==> src/rtl/button_conditioner_pkg.sv <==
// Shared button indices and auto-repeat state encoding for the button front-end.
// Pure definitions; no logic, no timing.
package button_conditioner_pkg;

    localparam int BTN_LEFT   = 0;
    localparam int BTN_RIGHT  = 1;
    localparam int BTN_SELECT = 2;

    localparam int FCNT_BITS = 8;

    typedef enum logic [1:0] {
        IDLE   = 2'd0,
        DELAY  = 2'd1,
        REPEAT = 2'd2
    } rpt_state_e;

endpackage

==> src/rtl/button_conditioner_btn_channel.sv <==
// One button: 2-flop sync, debounce, registered press/release pulses, frame-timed auto-repeat.
// Level and edge pulses appear 2 + 2^DEBOUNCE_BITS cycles after a clean raw edge; no backpressure, en freezes all state.
module btn_channel
    import button_conditioner_pkg::*;
#(
    parameter int DEBOUNCE_BITS = 16,
    parameter int REPEAT_DELAY  = 20,
    parameter int REPEAT_RATE   = 4,
    parameter bit REPEAT_EN     = 1'b1
) (
    input  logic clk,
    input  logic nRst,
    input  logic en,
    input  logic frame_pulse,
    input  logic raw_i,
    output logic level_o,
    output logic press_o,
    output logic release_o
);

    localparam logic [FCNT_BITS-1:0]     DELAY_TGT = FCNT_BITS'(REPEAT_DELAY);
    localparam logic [FCNT_BITS-1:0]     RATE_TGT  = FCNT_BITS'(REPEAT_RATE);
    localparam logic [DEBOUNCE_BITS-1:0] CNT_MAX   = '1;
    localparam logic [DEBOUNCE_BITS-1:0] CNT_ONE   = DEBOUNCE_BITS'(1);

    logic [1:0]               sync_q;
    logic [DEBOUNCE_BITS-1:0] cnt_q, cnt_d;
    logic                     level_q, level_d;
    logic                     press_q, press_d;
    logic                     release_q, release_d;
    rpt_state_e               state_q, state_d;
    logic [FCNT_BITS-1:0]     fcnt_q, fcnt_d;
    logic [FCNT_BITS-1:0]     fcnt_inc;
    logic                     rise, fall, rpt_press;

    // Synchroniser keeps running while en=0 so the pin is never stale on resume.
    always_ff @(posedge clk) begin
        if (!nRst) begin
            sync_q <= 2'b00;
        end else begin
            sync_q <= {sync_q[0], raw_i};
        end
    end

    always_comb begin
        cnt_d   = cnt_q;
        level_d = level_q;
        rise    = 1'b0;
        fall    = 1'b0;
        if (en) begin
            if (sync_q[1] == level_q) begin
                cnt_d = '0;
            end else if (cnt_q == CNT_MAX) begin
                cnt_d   = '0;
                level_d = ~level_q;
                rise    = ~level_q;
                fall    = level_q;
            end else begin
                cnt_d = cnt_q + CNT_ONE;
            end
        end
    end

    // A fall always wins over a due repeat; a rise never counts the coincident frame.
    always_comb begin
        state_d   = state_q;
        fcnt_d    = fcnt_q;
        rpt_press = 1'b0;
        fcnt_inc  = fcnt_q + FCNT_BITS'(1);
        if (en && REPEAT_EN) begin
            case (state_q)
                IDLE: begin
                    if (rise) begin
                        state_d = DELAY;
                        fcnt_d  = '0;
                    end
                end
                DELAY: begin
                    if (fall) begin
                        state_d = IDLE;
                        fcnt_d  = '0;
                    end else if (frame_pulse) begin
                        if (fcnt_inc == DELAY_TGT) begin
                            rpt_press = 1'b1;
                            state_d   = REPEAT;
                            fcnt_d    = '0;
                        end else begin
                            fcnt_d = fcnt_inc;
                        end
                    end
                end
                REPEAT: begin
                    if (fall) begin
                        state_d = IDLE;
                        fcnt_d  = '0;
                    end else if (frame_pulse) begin
                        if (fcnt_inc == RATE_TGT) begin
                            rpt_press = 1'b1;
                            fcnt_d    = '0;
                        end else begin
                            fcnt_d = fcnt_inc;
                        end
                    end
                end
                default: begin
                    state_d = IDLE;
                    fcnt_d  = '0;
                end
            endcase
        end
    end

    always_comb begin
        press_d   = en & (rise | rpt_press);
        release_d = en & fall;
    end

    always_ff @(posedge clk) begin
        if (!nRst) begin
            cnt_q     <= '0;
            level_q   <= 1'b0;
            press_q   <= 1'b0;
            release_q <= 1'b0;
            state_q   <= IDLE;
            fcnt_q    <= '0;
        end else begin
            cnt_q     <= cnt_d;
            level_q   <= level_d;
            press_q   <= press_d;
            release_q <= release_d;
            state_q   <= state_d;
            fcnt_q    <= fcnt_d;
        end
    end

    assign level_o   = level_q;
    assign press_o   = press_q & en;
    assign release_o = release_q & en;

endmodule

==> src/rtl/button_conditioner.sv <==
// Raw-pin front-end for the game: per-button sync/debounce with press, release and auto-repeat pulses.
// Outputs lag a clean raw edge by 2 + 2^DEBOUNCE_BITS cycles; no backpressure, en=0 freezes and silences pulses.
module button_conditioner
    import button_conditioner_pkg::*;
#(
    parameter int                 NUM_BTN       = 3,
    parameter int                 DEBOUNCE_BITS = 16,
    parameter int                 REPEAT_DELAY  = 20,
    parameter int                 REPEAT_RATE   = 4,
    parameter logic [NUM_BTN-1:0] REPEAT_MASK   = 3'b011
) (
    input  logic               clk,
    input  logic               nRst,
    input  logic               en,
    input  logic               frame_pulse,
    input  logic [NUM_BTN-1:0] btn_raw,
    output logic [NUM_BTN-1:0] btn_level,
    output logic [NUM_BTN-1:0] btn_press,
    output logic [NUM_BTN-1:0] btn_release
);

    for (genvar i = 0; i < NUM_BTN; i++) begin : g_ch
        btn_channel #(
            .DEBOUNCE_BITS (DEBOUNCE_BITS),
            .REPEAT_DELAY  (REPEAT_DELAY),
            .REPEAT_RATE   (REPEAT_RATE),
            .REPEAT_EN     (REPEAT_MASK[i])
        ) u_ch (
            .clk         (clk),
            .nRst        (nRst),
            .en          (en),
            .frame_pulse (frame_pulse),
            .raw_i       (btn_raw[i]),
            .level_o     (btn_level[i]),
            .press_o     (btn_press[i]),
            .release_o   (btn_release[i])
        );
    end

endmodule

==> config.mk <==
export PLATFORM = sky130hd
export DESIGN_NAME = button_conditioner
export DESIGN_NICKNAME = d
export VERILOG_FILES = /design/src/rtl/button_conditioner_pkg.sv /design/src/rtl/button_conditioner_btn_channel.sv /design/src/rtl/button_conditioner.sv
export SDC_FILE = /design/constraint.sdc
export NUM_CORES = 1
export LEC_CHECK = 0
export BUFFER_PORTS_ARGS = -buffer_cell sky130_fd_sc_hd__buf_2
export CAP_MARGIN = 0
export CELL_PAD_IN_SITES_DETAIL_PLACEMENT = 1
export CELL_PAD_IN_SITES_GLOBAL_PLACEMENT = 1
export CORE_MARGIN = 4
export CORE_UTILIZATION = 47
export CTS_BUF_LIST = sky130_fd_sc_hd__clkbuf_16
export CTS_CLUSTER_DIAMETER = 80
export DETAILED_ROUTE_END_ITERATION = 6
export GPL_TIMING_DRIVEN = 0
export MAX_ROUTING_LAYER = met4
export PLACE_DENSITY = 0.9
export SLEW_MARGIN = 25
export SYNTH_ARGS = -nofsm -noshare
export SYNTH_HDL_FRONTEND = slang
export SYNTH_SLANG_ARGS = --single-unit
==> constraint.sdc <==
create_clock -name clk -period 2.8 [get_ports clk]
set_clock_uncertainty 0.15 [all_clocks]
set_input_delay 0.28 -clock clk [delete_from_list [all_inputs] [get_ports clk]]
set_output_delay 0.28 -clock clk [all_outputs]
set_load 0.01 [all_outputs]
## Yosys cells after proc, flatten, opt, wreduce, memory -nomap -nowiden

Index checks and enable logic that the tools add are counted.

| storage, ports and cells | value |
|---|---|
| register bits after elaboration | 83 |
| input port bits | 7 |
| output and inout bits | 9 |
| logic and storage cells | 145 |

| cells by class | value |
|---|---|
| $add $sub $neg | 5 |
| eq/ne operators | 24 |
| muxes and demuxes | 68 |
| bitwise logic cells | 20 |
| reduce and logical (&&, ||, !) cells | 9 |

Operator list:

| cell | count |
|---|---|
| $mux W8 | 14 |
| $mux W16 | 6 |
| $add A16 B1 Y16 const B | 3 |
| $eq A16 B16 Y1 const B | 3 |
| $pmux W8 S3 | 2 |
| $mux W1 | 32 |
| $mux W2 | 10 |
| $add A8 B1 Y8 const B | 2 |
| $eq A8 B3 Y1 const B | 2 |
| $eq A8 B5 Y1 const B | 2 |
| $and A1 B1 Y1 | 12 |
| $ne A3 B2 Y1 const B | 4 |
| $pmux W2 S3 | 2 |
| $reduce_and A5 Y1 | 2 |
| $reduce_and A3 Y1 | 3 |
| $ne A2 B1 Y1 const B | 4 |
| $reduce_and A4 Y1 | 2 |
| $ne A3 B1 Y1 const B | 2 |
| $not A1 Y1 | 6 |
| $eq A2 B1 Y1 const B | 2 |
| $eq A2 B2 Y1 const B | 2 |
| $logic_not A2 Y1 | 2 |
| $pmux W1 S2 | 2 |
| $eq A1 B1 Y1 | 3 |
| $or A1 B1 Y1 | 2 |

## Depth between registers and ports, before layout

Gate-level depths: netlist (run 1).

| depth | value |
|---|---|
| word-level depth | 9 |
| depth in mapped cells | 9 |
| gate-level depth less buffers | 8 |

## By module

A second synthesis (run 1) with hierarchy kept.

| unflattened totals | value |
|---|---|
| cell total of the unflattened synthesis | 550 |
| area, all modules | 4604.4 um^2 |

By module, submodules not included:

| module | times used | cells an instance | area each (um^2) | sequential area each (um^2) |
|---|---|---|---|---|
| btn_channel (g_ch[0].u_ch ...) | 2 | 210 | 1760.4 | 620.6 |
| btn_channel (g_ch[2].u_ch) | 1 | 130 | 1083.5 | 420.4 |

## Worst setup path before layout (run 1)

Ideal clock, no wire load.

| timing path | value |
|---|---|
| path kind | reg2reg |
| start | register g_ch[0].u_ch.cnt_q[0] |
| end | register g_ch[0].u_ch.fcnt_q[2] |
| library setup time | 0.122 ns |
| arrival time | 2.108 ns |
| data required time | 2.528 ns |
| setup slack | 0.420 ns |
| stages on the path, launching flop included | 9 |
| buffers on the path | 1 |
| clock period less this slack | 2.380 ns |
| cells stage by stage | dfxtp_1 -> ha_1 -> nand3_1 -> or4_4 -> buf_6 -> a211oi_2 -> o21a_1 -> nor2_1 -> a221o_1 |

| on the way | value |
|---|---|
| word-level cells in the longest chain between the ends | 6 |
| elaborated cells on any way between the ends | 14 |
| classes of those cells | eq/ne (4); mux (9); reduce/logical (1) |

Ends and longest elaborated chain:

| item | RTL line | source |
|---|---|---|
| from (decl) | button_conditioner_btn_channel.sv:27 | `logic [DEBOUNCE_BITS-1:0] cnt_q, cnt_d;` |
| from (signal assigned) | button_conditioner_btn_channel.sv:127 | `cnt_q <= cnt_d;` |
| $eq A16 B16 Y1 (*) | button_conditioner_btn_channel.sv:53 | `end else if (cnt_q == CNT_MAX) begin` |
| $mux W1 | button_conditioner_btn_channel.sv:53 |  |
| $mux W1 | button_conditioner_btn_channel.sv:51 | `if (sync_q[1] == level_q) begin` |
| $mux W1 | button_conditioner_btn_channel.sv:50 | `if (en) begin` |
| $ne A3 B2 Y1 (no line) (tied with other cells) | n/a |  |
| $reduce_and A4 Y1 (no line) or $pmux W8 S3 (tied branches) | n/a |  |
| to (signal assigned) | button_conditioner_btn_channel.sv:132 | `fcnt_q <= fcnt_d;` |
| to (decl) | button_conditioner_btn_channel.sv:32 | `logic [FCNT_BITS-1:0] fcnt_q, fcnt_d;` |

Every way passes the cells marked *; elsewhere a longest branch is shown, timed or not.
A chain may end at the register's enable or synchronous reset.

## Worst setup path after layout (run 1)

Ends and elaborated chain as after synthesis.

==> run_results.csv, run 1 <==
group,metric,value,unit
routing,drtIter0Drc,229,
finish,antenna_cells,0,
run_status,status,"finished clean",
sta,period_share,96.83,%
yosys,avgSynthCellArea,7.903,sq um
power_and_ir_drop,leakage,1.822,nW
die,rows,36,
yosys,async_flop_share,0,%
critical_path,required,2.88,ns
sta,max_slew_margin,49.23,%
clock_tree,cts_tree,"done",
finish,final_core_util,53.45,%
yosys,ys_ff_latch,83,
critical_path,critPathKind,"flop to flop",
die,ioPinCount,16,
sta,hold_viol,0,
critical_path,cp_max_fo,10,
finish,syn_to_final_growth,10.69,%
routing,drc_errors,0,
routing,wl_per_cell,18.65,um
global_route,grt.total_usage,25.96,%
job,maxCapViolCount,0,
clock_tree,htreeDepth,3,
routing,dr.pass1.iters,4,
sta,max_clock_freq,368.8,MHz
yosys,synth-edff-count,0,
routing,ant_nets,0,
global_route,antenna_found_initial,0,
critical_path,start_kind,"flop",
sta,rsz0062_at_grt,"yes",
clock_tree,clock_sinks,83,
global_route,grt_overflow,0,
global_route,first_global_vias,4841,
placement,dpl.cell_count,747,
placement,port_buffers,14,
global_route,grt_pass1_wl,23740,um
clock_tree,cts_setup_buffers,0,
clock_tree,clock_latency,0.35,ns
sta,fin_crit,2.711,ns
clock_tree,cts-root-buf,"clkbuf_16",
yosys,synth_nets,620,
yosys,ys_types,71,
finish,drive_gt1_share,10.49,%
placement,gp_congestion,0.9020,
clock_tree,path_clk_slew,0.07,ns
yosys,synth_flop_cell,"dfxtp_1",
yosys,yosysWarnings,0,
global_route,grt_max_degree,15,
die,dieWidth,108.4,um
die,core,9819,sq um
power_and_ir_drop,power,2.396,mW
yosys,synth_cells,600,
power_and_ir_drop,p_per_area,456.4,nW/um^2
routing,vias,4724,
finish,final_nets,644,
min_path,hold_class,"primary input to flop",
sta,drv_slew,0,
routing,viasPerCell,6.199,
critical_path,end_kind,"flop",
placement,detailed_place_hpwl,9909,um
sta,setup_viol,0,
routing,wirelength,14210,um
yosys,ys_seq_area_share,35.04,%
die,dieArea,11760,sq um
finish,finalNonFillerCells,762,
die,initial_core_util,48.29,%
sta,tightest_slew,0.7536,ns
yosys,syn_area,4742,sq um
die,die_h,108.4,um
power_and_ir_drop,max-vdd-ir-drop,0.2209,mV
clock_tree,numCtsBuffers,9,
clock_tree,clock_path_buffers,2,
critical_path,arrival,2.79,ns
-- layout make-up --
type	count	area (sq um)
fillers	1246	4571
multi-input cells	468	2855
flip-flops and latches	83	1662
clock buffers	9	225.2
plain buffers	34	172.7
well taps	133	166.4
repair buffers	14	70.07
inverters	14	52.55
clock inverters	7	45.04
-- per-layer routing --
metal  track usage (%)  part of all wire [%]  vias up
met2             44.92                    51       93
li1                  -                     -     2253
met1             30.72                    44     2354
met3             2.806                   3.4       24
met4             10.46                   1.8        0
met5                 -                     0        -
-- through the flow --
stage	TNS, ns	cell area (sq um)	setup WS (ns)	hold WS [ns]
after floorplan	0	4742	0.4200	0.2573
after global placement	0	4979	0.1269	0.2729
after detailed placement	-0.001293	4979	-0.001293	0.2771
after CTS	0	5253	0.08678	0.002519
after global routing	-0.1779	5249	-0.04413	0.01219
final	0	5249	0.08870	0.0002666
-- cell usage after synthesis, types with 4 or more instances --
cell / instances / area [sq um]
a21oi_1: 46 / 230.2
a311oi_1: 6 / 52.55
a31oi_1: 10 / 62.56
a41oi_1: 4 / 35.03
and2_1: 19 / 118.9
and3_1: 10 / 62.56
and4_1: 6 / 52.55
buf_4: 9 / 67.56
clkbuf_1: 21 / 78.83
dfxtp_1: 83 / 1662
ha_1: 13 / 162.7
inv_1: 14 / 52.55
nand2_1: 68 / 255.2
nand2b_1: 7 / 43.79
nand3_1: 32 / 160.2
nand3b_1: 7 / 52.55
nand4_1: 9 / 56.30
nor2_1: 46 / 172.7
nor2b_1: 10 / 62.56
nor3_1: 22 / 110.1
nor3b_1: 6 / 45.04
nor4_1: 5 / 31.28
o2111ai_1: 4 / 35.03
o21a_1: 8 / 60.06
o21ai_0: 42 / 210.2
o22ai_1: 4 / 25.02
o31ai_1: 5 / 37.54
or3_1: 8 / 50.05
xor2_1: 6 / 52.55
-- cell usage in the layout (no fill, tap or decap), types with 13 or more instances in the layout --
cell and n:
nand2_1 68, clkbuf_1 20, dfxtp_1 83, nor2_1 46
a21oi_1 46, o21ai_0 41, ha_1 13, and2_1 19
buf_2 17, inv_1 14, nand3_1 32, nor3_1 22
-- worst paths after layout --
check	slack, ns	from	to	depth (start not counted)
min	0.0003	btn_raw[0]	g_ch[0].u_ch.sync_q[0]	2
min reg2reg	0.29	g_ch[0].u_ch.sync_q[0]	g_ch[0].u_ch.sync_q[1]	1
max	0.09	g_ch[0].u_ch.cnt_q[0]	g_ch[0].u_ch.fcnt_q[2]	8
max reg2reg	0.09	g_ch[0].u_ch.cnt_q[0]	g_ch[0].u_ch.fcnt_q[2]	8
-- timing repair --
item / CTS / global route
endpoints found under the setup margin: 1 / 12
pin swaps: 0 / 0
hold buffers: 0 / 0
gates resized for setup: 1 / 1
-- state kept, by name, indices dropped and copies added, names as in the netlist --
register / cells
g_ch.u_ch.fcnt_q: 16
g_ch.u_ch.cnt_q: 48
g_ch.u_ch.release_q: 3
g_ch.u_ch.sync_q: 6
g_ch.u_ch.state_q: 4
g_ch.u_ch.level_o: 3
g_ch.u_ch.press_q: 3
-- worst max-delay path, stage by stage (launching register included) --
cell	delay [ns]
dfxtp_1	0.37
ha_1	0.23
nand3_1	0.12
or4_4	0.59
buf_6	0.17
a211oi_2	0.19
o21a_1	0.31
nor2_1	0.12
a221o_1	0.35
-- power breakdown --
part / total, mW / switching, mW / internal [mW]
Clock: 1.11 / 0.512 / 0.596
Combinational: 0.0987 / 0.0769 / 0.0218
Sequential: 1.19 / 0.00328 / 1.19
Total: 2.40 / 0.593 / 1.80
-- cell families after synthesis --
group	Yosys count	synth area share, %
AOI/OAI and AO/OA	170	23.48
adders and majority gates	13	3.430
DFF	83	35.04
and+or+nand+nor	273	30.87
buffers and inverters	49	4.828
xor gates and xnor gates	8	1.478
muxes	4	0.8707
No activity file was read; power rests on OpenSTA's default activity.
==> inputs of run 2 (changes only) <==
--- a/config.mk
+++ b/config.mk
@@ -16,7 +16,7 @@
 export DETAILED_ROUTE_END_ITERATION = 6
 export GPL_TIMING_DRIVEN = 0
 export MAX_ROUTING_LAYER = met4
-export PLACE_DENSITY = 0.9
+export PLACE_DENSITY_LB_ADDON = 0.12
 export SLEW_MARGIN = 25
 export SYNTH_ARGS = -nofsm -noshare
 export SYNTH_HDL_FRONTEND = slang
==> run_results.csv, run 2 (synthesis results as in run 1) <==
group,metric,value,unit
run_status,status,"finished clean",
routing,viasPerCell,6.033,
routing,drc_errors,0,
routing,wirelength,13840,um
critical_path,start_kind,"flop",
placement,port_buffers,14,
finish,drive_gt1_share,11.13,%
finish,final_common_cell,"dfxtp_1",
clock_tree,path_clk_slew,0.06,ns
power_and_ir_drop,power,2.451,mW
global_route,grt_pass1_wl,23150,um
power_and_ir_drop,max-vdd-ir-drop,0.3002,mV
sta,max_slew_margin,47.66,%
job,maxCapViolCount,0,
critical_path,r2r_start,"g_ch[0].u_ch.cnt_q[0]",
die,ioPinCount,16,
critical_path,required,2.87,ns
routing,wl_per_cell,18.17,um
power_and_ir_drop,p_int,1.887,mW
sta,tightest_slew,0.7780,ns
power_and_ir_drop,leakage,1.850,nW
finish,largest_reg_flops,48,
global_route,antenna_found_initial,0,
critical_path,cp_max_fo,9,
global_route,grt_overflow,0,
min_path,min_from,"btn_raw[0]",
die,dieArea,11760,sq um
min_path,holdPathStages,2,
clock_tree,cts-root-buf,"clkbuf_16",
routing,vias,4597,
global_route,grt_max_degree,14,
finish,most-common-layout-cells,"dfxtp_1, nand2_1, a21oi_1, nor2_1, o21ai_0",
min_path,min_to,"g_ch[0].u_ch.sync_q[0]",
critical_path,rr_endpoint,"g_ch[0].u_ch.fcnt_q[2]",
critical_path,end_kind,"flop",
die,core,9819,sq um
die,die_h,108.4,um
clock_tree,numCtsBuffers,9,
sta,setup_viol,0,
finish,top_register,"g_ch.u_ch.cnt_q",
clock_tree,clock_path_buffers,2,
sta,max_clock_freq,372.6,MHz
critical_path,arrival,2.75,ns
min_path,hold_class,"primary input to flop",
sta,hold_viol,0,
global_route,first_global_vias,4715,
routing,drtIter0Drc,226,
power_and_ir_drop,switchingPower,0.5639,mW
clock_tree,clock_latency,0.34,ns
finish,finalNonFillerCells,762,
power_and_ir_drop,pwr-share-clk,47.6,%
sta,period_share,95.86,%
die,rows,36,
finish,final_nets,646,
die,initial_core_util,48.29,%
routing,dr.pass1.iters,5,
finish,top_regs,"g_ch.u_ch.cnt_q x48, g_ch.u_ch.fcnt_q x16, g_ch.u_ch.sync_q x6",
placement,detailed_place_hpwl,9698,um
finish,nFillCells,1260,
placement,dpl.cell_count,747,
critical_path,ff2ff_path_depth,7,
global_route,grt.total_usage,25.30,%
critical_path,r2r_slack,0.12,ns
sta,fin_crit,2.684,ns
routing,ant_nets,0,
placement,gp_congestion,0.8294,
sta,drv_slew,0,
clock_tree,htreeDepth,3,
finish,syn_to_final_growth,11.48,%
clock_tree,cts_hold_buf,0,
critical_path,critPathKind,"flop to flop",
die,dieWidth,108.4,um
power_and_ir_drop,p_per_area,463.7,nW/um^2
power_and_ir_drop,p_sw_share,23.01,%
power_and_ir_drop,p_seq_share,48.5,%
finish,antenna_cells,0,
clock_tree,cts_tree,"done",
power_and_ir_drop,comb_power_share,4.0,%
clock_tree,clock_sinks,83,
==> run 2: repair_timing <==
| item | 4_1_cts | 5_1_grt |
|---|---|---|
| endpoints found under the setup margin | 2 | 21 |
| gates resized for setup | 1 | 6 |
| buffers inserted | 0 | 2 |
| pin swaps | 0 | 2 |
==> run 2: worst max path at each step <==
| stage | startpoint | endpoint | slack (ns) | cells after the start |
|---|---|---|---|---|
| CTS | g_ch[1].u_ch.cnt_q[0] | g_ch[1].u_ch.cnt_q[9] | 0.08 | 8 |
| floorplan | g_ch[0].u_ch.cnt_q[0] | g_ch[0].u_ch.fcnt_q[2] | 0.42 | 8 |
| finish | g_ch[0].u_ch.cnt_q[0] | g_ch[0].u_ch.fcnt_q[2] | 0.12 | 7 |
| detailed placement | g_ch[2].u_ch.cnt_q[0] | g_ch[2].u_ch.cnt_q[13] | 0.05 | 8 |
| global route | g_ch[0].u_ch.cnt_q[0] | g_ch[0].u_ch.fcnt_q[2] | -0.01 | 7 |
| global placement | g_ch[2].u_ch.cnt_q[0] | g_ch[2].u_ch.cnt_q[13] | 0.09 | 8 |
==> run 2: routing by layer <==
| metal | up-vias | GRT usage [%] | wire [um] |
|---|---|---|---|
| li1 | 2238 | - | - |
| met1 | 2287 | 31.46 | 6255 |
| met2 | 51 | 42.72 | 6899 |
| met3 | 21 | 3.821 | 435 |
| met4 | 0 | 7.033 | 252 |
| met5 | - | - | 0 |
==> run 2: final cells by class <==
| cell class | count | area, sq um | area share [%] |
|---|---|---|---|
| Multi-Input combinational cell | 468 | 2865 | 54.20 |
| Sequential cell | 83 | 1662 | 31.43 |
| Clock buffer | 9 | 225.2 | 4.260 |
| Buffer | 34 | 173.9 | 3.290 |
| Tap cell | 133 | 166.4 | 3.148 |
| Timing Repair Buffer | 16 | 85.08 | 1.609 |
| Clock inverter | 5 | 56.30 | 1.065 |
| Inverter | 14 | 52.55 | 0.9941 |
==> run 2: critical path: stages (launching register included) <==
cell      delay, ns
dfxtp_1        0.36
ha_1           0.22
nand3_1        0.11
or4_4          0.58
nor4_4         0.52
nor2_4         0.13
o2111a_1       0.20
a221o_1        0.30
==> run 2: stage by stage <==
stage                     util (%)  area, sq um  hold WS (ns)  setup slack, ns   TNS, ns
after floorplan                  -         4742        0.2573           0.4200         0
after global placement       50.70         4979        0.2644          0.08919         0
after detailed placement     50.70         4979        0.2706          0.04580         0
after CTS                    53.61         5264      0.004352          0.07505         0
after global routing         53.84         5286       0.01697         -0.01444  -0.01444
final                        53.84         5286      0.002893           0.1159         0
==> run 2: power by group through the flow <==
stage	clock (mW)	sequential, mW	combinational [mW]
after floorplan	0	1.21	0.0563
after global placement	0	1.21	0.0937
after detailed placement	0	1.22	0.0966
after CTS	1.19	1.19	0.0971
after global routing	1.24	1.19	0.106
final	1.17	1.19	0.0969
==> inputs of run 3 (changes only) <==
--- a/config.mk
+++ b/config.mk
@@ -17,6 +17,8 @@
 export GPL_TIMING_DRIVEN = 0
 export MAX_ROUTING_LAYER = met4
 export PLACE_DENSITY_LB_ADDON = 0.12
+export RECOVER_POWER = 50
+export SETUP_SLACK_MARGIN = 0.5
 export SLEW_MARGIN = 25
 export SYNTH_ARGS = -nofsm -noshare
 export SYNTH_HDL_FRONTEND = slang
==> run_results.csv, run 3 (synthesis results as in run 1) <==
group,metric,value,unit
finish,final_common_cell,"nand2_1",
critical_path,cp_max_fo,5,
routing,dr.pass1.iters,4,
critical_path,worst-path-buf-inv,2,
power_and_ir_drop,p_seq_share,46.1,%
finish,fin_area,5903,sq um
critical_path,cpMaxStageDelayCell,"or4_1",
clock_tree,cts_tree,"done",
finish,most-common-layout-cells,"nand2_1, dfxtp_1, a21oi_1",
clock_tree,clock_sinks,83,
power_and_ir_drop,leakage,2.146,nW
critical_path,critPathKind,"flop to flop",
finish,finalNonFillerCells,795,
power_and_ir_drop,max-vdd-ir-drop,0.2856,mV
placement,postPlaceCellArea,4981,sq um
critical_path,start_kind,"flop",
power_and_ir_drop,p_sw_share,22.86,%
critical_path,r2r_slack,0.29,ns
finish,final_nets,677,
clock_tree,numCtsBuffers,9,
power_and_ir_drop,switchingPower,0.5861,mW
sta,setup_viol,0,
clock_tree,clock_latency,0.34,ns
finish,seq_area,1707,sq um
placement,gp_congestion,0.8110,
routing,drtIter0Drc,275,
finish,antenna_cells,0,
global_route,antenna_found_initial,0,
finish,final_core_util,60.12,%
critical_path,required,2.91,ns
sta,fin_tns_setup,0,ns
die,ioPinCount,16,
routing,viasPerCell,6.211,
clock_tree,cts-root-buf,"clkbuf_16",
die,dieWidth,108.4,um
critical_path,path_cells,"nand3_1 -> or4_1 -> buf_8 -> a211oi_4 -> o21a_2 -> buf_6 -> nand4b_1 -> a21oi_1",
routing,wirelength,16590,um
clock_tree,clock_path_buffers,2,
finish,drive_gt1_share,24.92,%
global_route,first_global_vias,4961,
sta,period_share,89.82,%
die,die_h,108.4,um
routing,wl_per_cell,20.87,um
die,dieArea,11760,sq um
power_and_ir_drop,p_per_area,434.4,nW/um^2
power_and_ir_drop,pwr-share-clk,49.4,%
finish,syn_to_final_growth,24.49,%
placement,port_buffers,14,
global_route,grt.total_usage,26.81,%
routing,ant_nets,0,
placement,dpl.cell_count,747,
finish,top_regs,"g_ch.u_ch.cnt_q x48, g_ch.u_ch.fcnt_q x16, g_ch.u_ch.sync_q x6",
global_route,grt_max_degree,14,
clock_tree,htreeDepth,3,
clock_tree,path_clk_slew,0.06,ns
power_and_ir_drop,power,2.564,mW
die,rows,36,
finish,largest_reg_flops,48,
run_status,status,"finished clean",
finish,multi_input_area,3154,sq um
routing,drc_errors,0,
die,core,9819,sq um
critical_path,path_delay_family,"simple AND/OR/NAND/NOR gates",
power_and_ir_drop,comb_power_share,4.4,%
sta,tightest_slew,0.7928,ns
sta,max_clock_freq,397.6,MHz
global_route,grt_overflow,0,
job,maxCapViolCount,0,
sta,fin_crit,2.515,ns
finish,nFillCells,1220,
sta,hold_slack,0.01424,ns
global_route,grt_pass1_wl,24180,um
critical_path,arrival,2.63,ns
sta,hold_viol,0,
min_path,hold_class,"primary input to flop",
routing,vias,4938,
finish,top_register,"g_ch.u_ch.cnt_q",
sta,fin_ws,0.2852,ns
sta,rsz0062_at_grt,"yes",
die,initial_core_util,48.29,%
placement,detailed_place_hpwl,9776,um
critical_path,slowest_delay,0.67,ns
sta,drv_slew,0,
power_and_ir_drop,p_int,1.978,mW
sta,max_slew_margin,47.15,%
placement,place_ws,0.03547,ns
critical_path,end_kind,"flop",
## run 3: cell types whose count changed in the layout (fill, tap and decap cells not counted), sizes merged
cell and delta:
dlygate4sd3 +1, inv +1, clkbuf +7, bufinv +1, buf +23
## run 3: what timing repair did
action,4_1_cts,5_1_grt
setup buffers,13,17
gates cloned,0,1
hold buffers,1,0
setup endpoints to repair,64,47
pin swaps,6,19
hold endpoints to repair,1,0
gates resized for setup,55,72
## run 3: cell type report
cell class                 instances  share of cell area (%)
buffer                            35                   3.434
clock buffer                       9                   3.815
clock inverter                     7                   1.420
inverter                          14                  0.8902
multi-input combinational        468                   53.43
sequential                        83                   28.91
tap                              133                   2.819
timing repair buffer              46                   5.278
## run 3: path summary, 6_finish.rpt
| path | end | cells past startpoint | startpoint |
|---|---|---|---|
| min | g_ch[1].u_ch.sync_q[0] | 2 | btn_raw[1] |
| max reg2reg | g_ch[0].u_ch.fcnt_q[5] | 8 | g_ch[0].u_ch.cnt_q[7] |
| min reg2reg | g_ch[2].u_ch.sync_q[1] | 1 | g_ch[2].u_ch.sync_q[0] |
| max | g_ch[0].u_ch.fcnt_q[5] | 8 | g_ch[0].u_ch.cnt_q[7] |
## run 3: metal layers
layer  GRT usage (%)  up-vias  routed length (um)
met5               -        -                   0
met4           12.17        0                 521
met3           3.104       41                 476
met2           44.75      108                8618
met1           32.43     2482                6972
li1                -     2307                   -
## run 3: power by group through the flow
stage          registers [mW]  logic (mW)  clock network [mW]
5_1_grt                  1.18       0.121                1.35
3_5_place_dp             1.22      0.0968                   0
6_report                 1.18       0.113                1.27
3_3_place_gp             1.21      0.0936                   0
4_1_cts                  1.19       0.102                1.28
2_1_floorplan            1.21      0.0564                   0
